$ cat config.mk
export PLATFORM = sky130hd
export DESIGN_NAME = exc_ctrl
export DESIGN_NICKNAME = d
export VERILOG_FILES = /design/src/rtl/exc_ctrl.sv
export SDC_FILE = /design/constraint.sdc
export NUM_CORES = 1
export LEC_CHECK = 0
export CAP_MARGIN = 20
export CORE_AREA = 2 2 76 78
export DETAILED_ROUTE_END_ITERATION = 7
export DIE_AREA = 0 0 78 80
export HOLD_SLACK_MARGIN = 0.08
export PLACE_DENSITY_LB_ADDON = 0.3
export SYNTH_ARGS = -nofsm -noshare
export SYNTH_HDL_FRONTEND = slang
export SYNTH_SLANG_ARGS = --single-unit
export TNS_END_PERCENT = 20
$ cat constraint.sdc
create_clock -name CLK -period 1.8 [get_ports CLK]
set_input_delay 0.36 -clock CLK [delete_from_list [all_inputs] [get_ports CLK]]
set_output_delay 0.36 -clock CLK [all_outputs]
set_load 0.01 [all_outputs]
$ cat src/rtl/exc_ctrl.sv
// Trap/exception sequencer: arbitrates syscall/break/teq requests, drives the
// CP0 handshake and PC redirect, and counts requests it had to reject.
module exc_ctrl #(
    parameter logic [31:0] VECTOR_ADDR = 32'h0040_0004,
    parameter int          CNT_W       = 8
) (
    input  logic             CLK,
    input  logic             RST,
    input  logic             SYSCALL,
    input  logic             BREAK,
    input  logic             TEQ_HIT,
    input  logic             ERET_IN,
    input  logic [31:0]      STATUS,
    input  logic [31:0]      EXC_ADDR,
    output logic             EXCEPTION,
    output logic [4:0]       CAUSE,
    output logic             ERET,
    output logic [1:0]       PC_SEL,
    output logic [31:0]      NEW_PC,
    output logic             STALL,
    output logic             IN_HANDLER,
    output logic [CNT_W-1:0] DROP_CNT
);

    localparam logic [4:0] CAUSE_SYSCALL = 5'b01000;
    localparam logic [4:0] CAUSE_BREAK   = 5'b01001;
    localparam logic [4:0] CAUSE_TEQ     = 5'b01101;

    localparam logic [1:0] PC_SEQ    = 2'b00;
    localparam logic [1:0] PC_VECTOR = 2'b01;
    localparam logic [1:0] PC_EPC    = 2'b10;

    typedef enum logic [2:0] {
        S_IDLE,
        S_REQ,
        S_REDIR,
        S_HANDLER,
        S_RET
    } state_t;

    state_t     state;
    logic       any_req;
    logic       win_en;
    logic       accept;
    logic [4:0] win_code;

    function automatic logic [CNT_W-1:0] sat_inc(input logic [CNT_W-1:0] v);
        return (&v) ? v : v + CNT_W'(1);
    endfunction

    // Only the highest-priority request is considered; if its enable is off the
    // whole cycle counts as a drop, lower-priority requests do not get a turn.
    always_comb begin
        any_req  = SYSCALL | BREAK | TEQ_HIT;
        win_code = CAUSE_BREAK;
        win_en   = STATUS[2];
        if (TEQ_HIT) begin
            win_code = CAUSE_TEQ;
            win_en   = STATUS[3];
        end else if (SYSCALL) begin
            win_code = CAUSE_SYSCALL;
            win_en   = STATUS[1];
        end
        accept = any_req & STATUS[0] & win_en;
    end

    // Outputs are registered together with the next state so nothing reaches a
    // port combinationally; each state's outputs are loaded on the edge entering it.
    always_ff @(posedge CLK or posedge RST) begin
        if (RST) begin
            state      <= S_IDLE;
            CAUSE      <= '0;
            DROP_CNT   <= '0;
            EXCEPTION  <= 1'b0;
            ERET       <= 1'b0;
            STALL      <= 1'b0;
            IN_HANDLER <= 1'b0;
            PC_SEL     <= PC_SEQ;
            NEW_PC     <= '0;
        end else begin
            EXCEPTION  <= 1'b0;
            ERET       <= 1'b0;
            STALL      <= 1'b0;
            IN_HANDLER <= 1'b0;
            PC_SEL     <= PC_SEQ;
            NEW_PC     <= '0;
            case (state)
                S_IDLE: begin
                    if (accept) begin
                        state     <= S_REQ;
                        CAUSE     <= win_code;
                        EXCEPTION <= 1'b1;
                        STALL     <= 1'b1;
                    end else if (any_req) begin
                        DROP_CNT <= sat_inc(DROP_CNT);
                    end
                end
                S_REQ: begin
                    state  <= S_REDIR;
                    PC_SEL <= PC_VECTOR;
                    NEW_PC <= VECTOR_ADDR;
                    STALL  <= 1'b1;
                end
                S_REDIR: begin
                    state      <= S_HANDLER;
                    IN_HANDLER <= 1'b1;
                end
                S_HANDLER: begin
                    if (any_req) begin
                        DROP_CNT <= sat_inc(DROP_CNT);
                    end
                    if (ERET_IN) begin
                        state  <= S_RET;
                        ERET   <= 1'b1;
                        PC_SEL <= PC_EPC;
                        NEW_PC <= EXC_ADDR;
                        STALL  <= 1'b1;
                    end else begin
                        IN_HANDLER <= 1'b1;
                    end
                end
                S_RET: begin
                    state <= S_IDLE;
                end
                default: begin
                    state <= S_IDLE;
                end
            endcase
        end
    end

endmodule

==> results.txt <==
Synth Area in Compound Gates = 0.0322
Drt via density = 4.16
Starting Density = 0.346
Post-synthesis average cell area = 13.6 µm²
Fill cells = 490
Peak supply drop = 561 µV
Most frequent cell after synthesis = dfrtp_1
Root buf cell = clkbuf_8
Total track usage = 0.125
Multiplexer share of the synthesized area = 0.0221
Clk pwr share = 0.215
Worst Setup Start Kind = input port
CTS tree = yes
Drt first-iter violations = 34
DP HPWL = 2.80 mm
CP Class = input port to register
I/O Pins = 121
Yosys top cell area share = 0.683
Ys async rst share = 1.00
Input/output buffers = 90
Crit-path max FO = 3
Min Tclk post-route = 1680 ps
Status = complete, no violations
Area leader, netlist = dfrtp_1
Area share of fa/ha/maj cells after synthesis = 0.00670
Vias in the first global route = 1271
Layout cells sized above 1 = 0.113
Crit. End Element = register
Sw Share = 0.282
Flop pwr share = 0.425
Worst Hold Class = input port to async pin
GRT Residual Overflow = 0
P per Cell Area = 1240 nW/µm²
Clock Sinks = 51
First-pass GRT wire length = 6.01 mm
Largest family of logic cells by synthesized area = simple AND/OR/NAND/NOR gates
Top_reg_cell synth = dfrtp_1
Synth Area in XOR/XNOR = 0.0328
Clock Skews = 5.79 ps
Critical Path RT = 1980 ps
Number of CTS-inserted buffers = 5
Placed inst area = 2900 µm²
DRT Wirelength = 3.72 mm
Setup Buffers After CTS = 0
Net Sw Power = 1060 µW
Die Area = 6240 µm²
FMAX = 0.595 GHz
Height of the die = 80 µm
Post-Syn Instances = 137
Max clock buf depth = 2
Initial antenna violation count = 0
Final nets = 308
Highest Signal Layer = met4
Synth unique cells = 32
Worst EP arrival = 1860 ps
N_diodes = 0
Detailed Routing Iterations Pass 1 = 3
DR DRC count = 0
Via count = 1291
Max_cap viols = 0
Number of flops mapped to enable cells by yosys = 0
Final Hold Vio Count = 0
Routability Congestion = 0.738
Met3 Routed Length = 418 µm
Overall power consumption = 3750 µW
Final instance area = 3020 µm²
Cell internal pwr = 2690 µW
Die W = 78 µm
Reg clk slew, reported paths = 90 ps
Rows = 27
Synth Cell Area = 1870 µm²
CTS Hold Bufs = 0
LEAKAGE = 0.00138 µW
Simple-Gate Fraction of Synth Area = 0.193
Comb power frac = 0.360
Final period util = 0.934
Yosys Warn Count = 0
Clk_lat worst skew = 300 ps
Top cells by area in the synthesized netlist = dfrtp_1, and2_1, xnor2_1
Post-Route M1 WL = 1.54 mm
DR WL met2 = 1.71 mm
Most common library cells after synthesis = dfrtp_1, and2_1, xnor2_1
Layout area overhead = 61.6%
Antenna Nets Post-Route = 0
Synth Register Bits = 51
H-Tree Level Count = 2
RSZ-0062 raised after global routing = no
Seq/Total Area, Yosys = 0.683
Final setup fails = 0
R2R cell count = 5
Final Max Tran Viols = 0
Area of the core = 5410 µm²
Largest net degree at the start of global routing = 34
WL per Instance = 12.0 µm
## layer usage
layer / track usage / vias up
met5: 0 / -
met4: 0.0421 / 0
met3: 0.0622 / 5
met2: 0.203 / 57
met1: 0.144 / 593
li1: - / 636
## final cells by class
class	count	area (µm²)	share of cell area
sequential	51	1280	0.423
multi-input combinational	78	546	0.181
tap	72	90.1	0.0298
clock inverter	2	35.0	0.0116
inverter	2	7.51	0.00249
clock buffer	6	82.6	0.0274
timing repair buffer	99	982	0.325
## cells by family after synthesis
family,after synthesis
buffers and inverters,9
muxes,3
DFF,51
and+or+nand+nor,57
AOI/OAI and AO/OA,8
xor gates and xnor gates,7
other,1
adders and majority gates,1
## layout by cell type, fill, tap and decap left out, drive strengths merged
cell type      netlist  layout
nand3                1       1
nand2                5       5
and4                 1       1
clkbuf               3       6
o21ai                1       1
and2b                1       1
clkdlybuf4s50        0      88
buf                  4       9
conb                 1       2
o311a                1       1
o2111ai              1       1
nor3b                1       1
nor2b                1       1
ha                   1       1
dlymetal6s2s         0       1
and3                 2       2
a21oi                3       3
dlygate4sd2          0       1
mux2                 3       3
or2b                 2       2
inv                  2       2
nand4                4       4
dfrtp               51      51
a21o                 2       2
xnor2                6       6
nand2b               3       3
clkinv               0       1
nor2                 2       2
or3                  3       3
xor2                 1       1
and2                30      30
bufinv               0       1
and4b                1       1
## critical path, cell delays in order
cell and delay (ps):
clkdlybuf4s50_1 450, nor2b_1 140, o2111ai_2 160, o311a_1 330, buf_4 150, mux2_4 280
## per-stage QoR
| stage | instances | setup slack [ps] | setup TNS, ps | hold WS (ps) | util |
|---|---|---|---|---|---|
| 6_report | 310 | 119 | 0 | 390 | 0.559 |
| 5_1_grt | 310 | 21.7 | 0 | 407 | 0.559 |
| 4_1_cts | 310 | 24.8 | 0 | 387 | 0.558 |
| 3_5_place_dp | 302 | -348 | -3320 | 453 | 0.537 |
| 3_3_place_gp | 302 | -365 | -3420 | 451 | 0.537 |
| 2_1_floorplan | 138 | 210 | 0 | 451 | - |
## state kept, by name (all words and copies together) (netlist names)
signal / count
ERET: 1
EXCEPTION: 1
IN_HANDLER: 1
PC_SEL: 1
state: 3
NEW_PC: 32
CAUSE: 3
STALL: 1
DROP_CNT: 8
## repair_timing
action / in CTS / in global routing
pin swaps: 1 / 2
endpoints found under the setup margin: 5 / 4
resized for setup: 1 / 1
## path summary, 6_finish.rpt
path,from,end,slack [ps]
worst max-delay path,STATUS[0],DROP_CNT[1],120
worst min-delay path,RST,NEW_PC[21],390
worst max register to register,state[0],DROP_CNT[1],190
worst min register to register,CAUSE[3],CAUSE[3],470
max in group asynchronous,RST,DROP_CNT[3],1030
min in group CLK,CAUSE[3],CAUSE[3],470
## power by group through the flow
stage | Clock (µW) | Combinational, µW | Sequential (µW)
floorplan | 0 | 522 | 1710
global placement | 0 | 1350 | 1610
global route | 902 | 1460 | 1640
finish | 807 | 1350 | 1600
CTS | 844 | 1370 | 1600
detailed placement | 0 | 1370 | 1620
(Power assumes the default switching activity.)
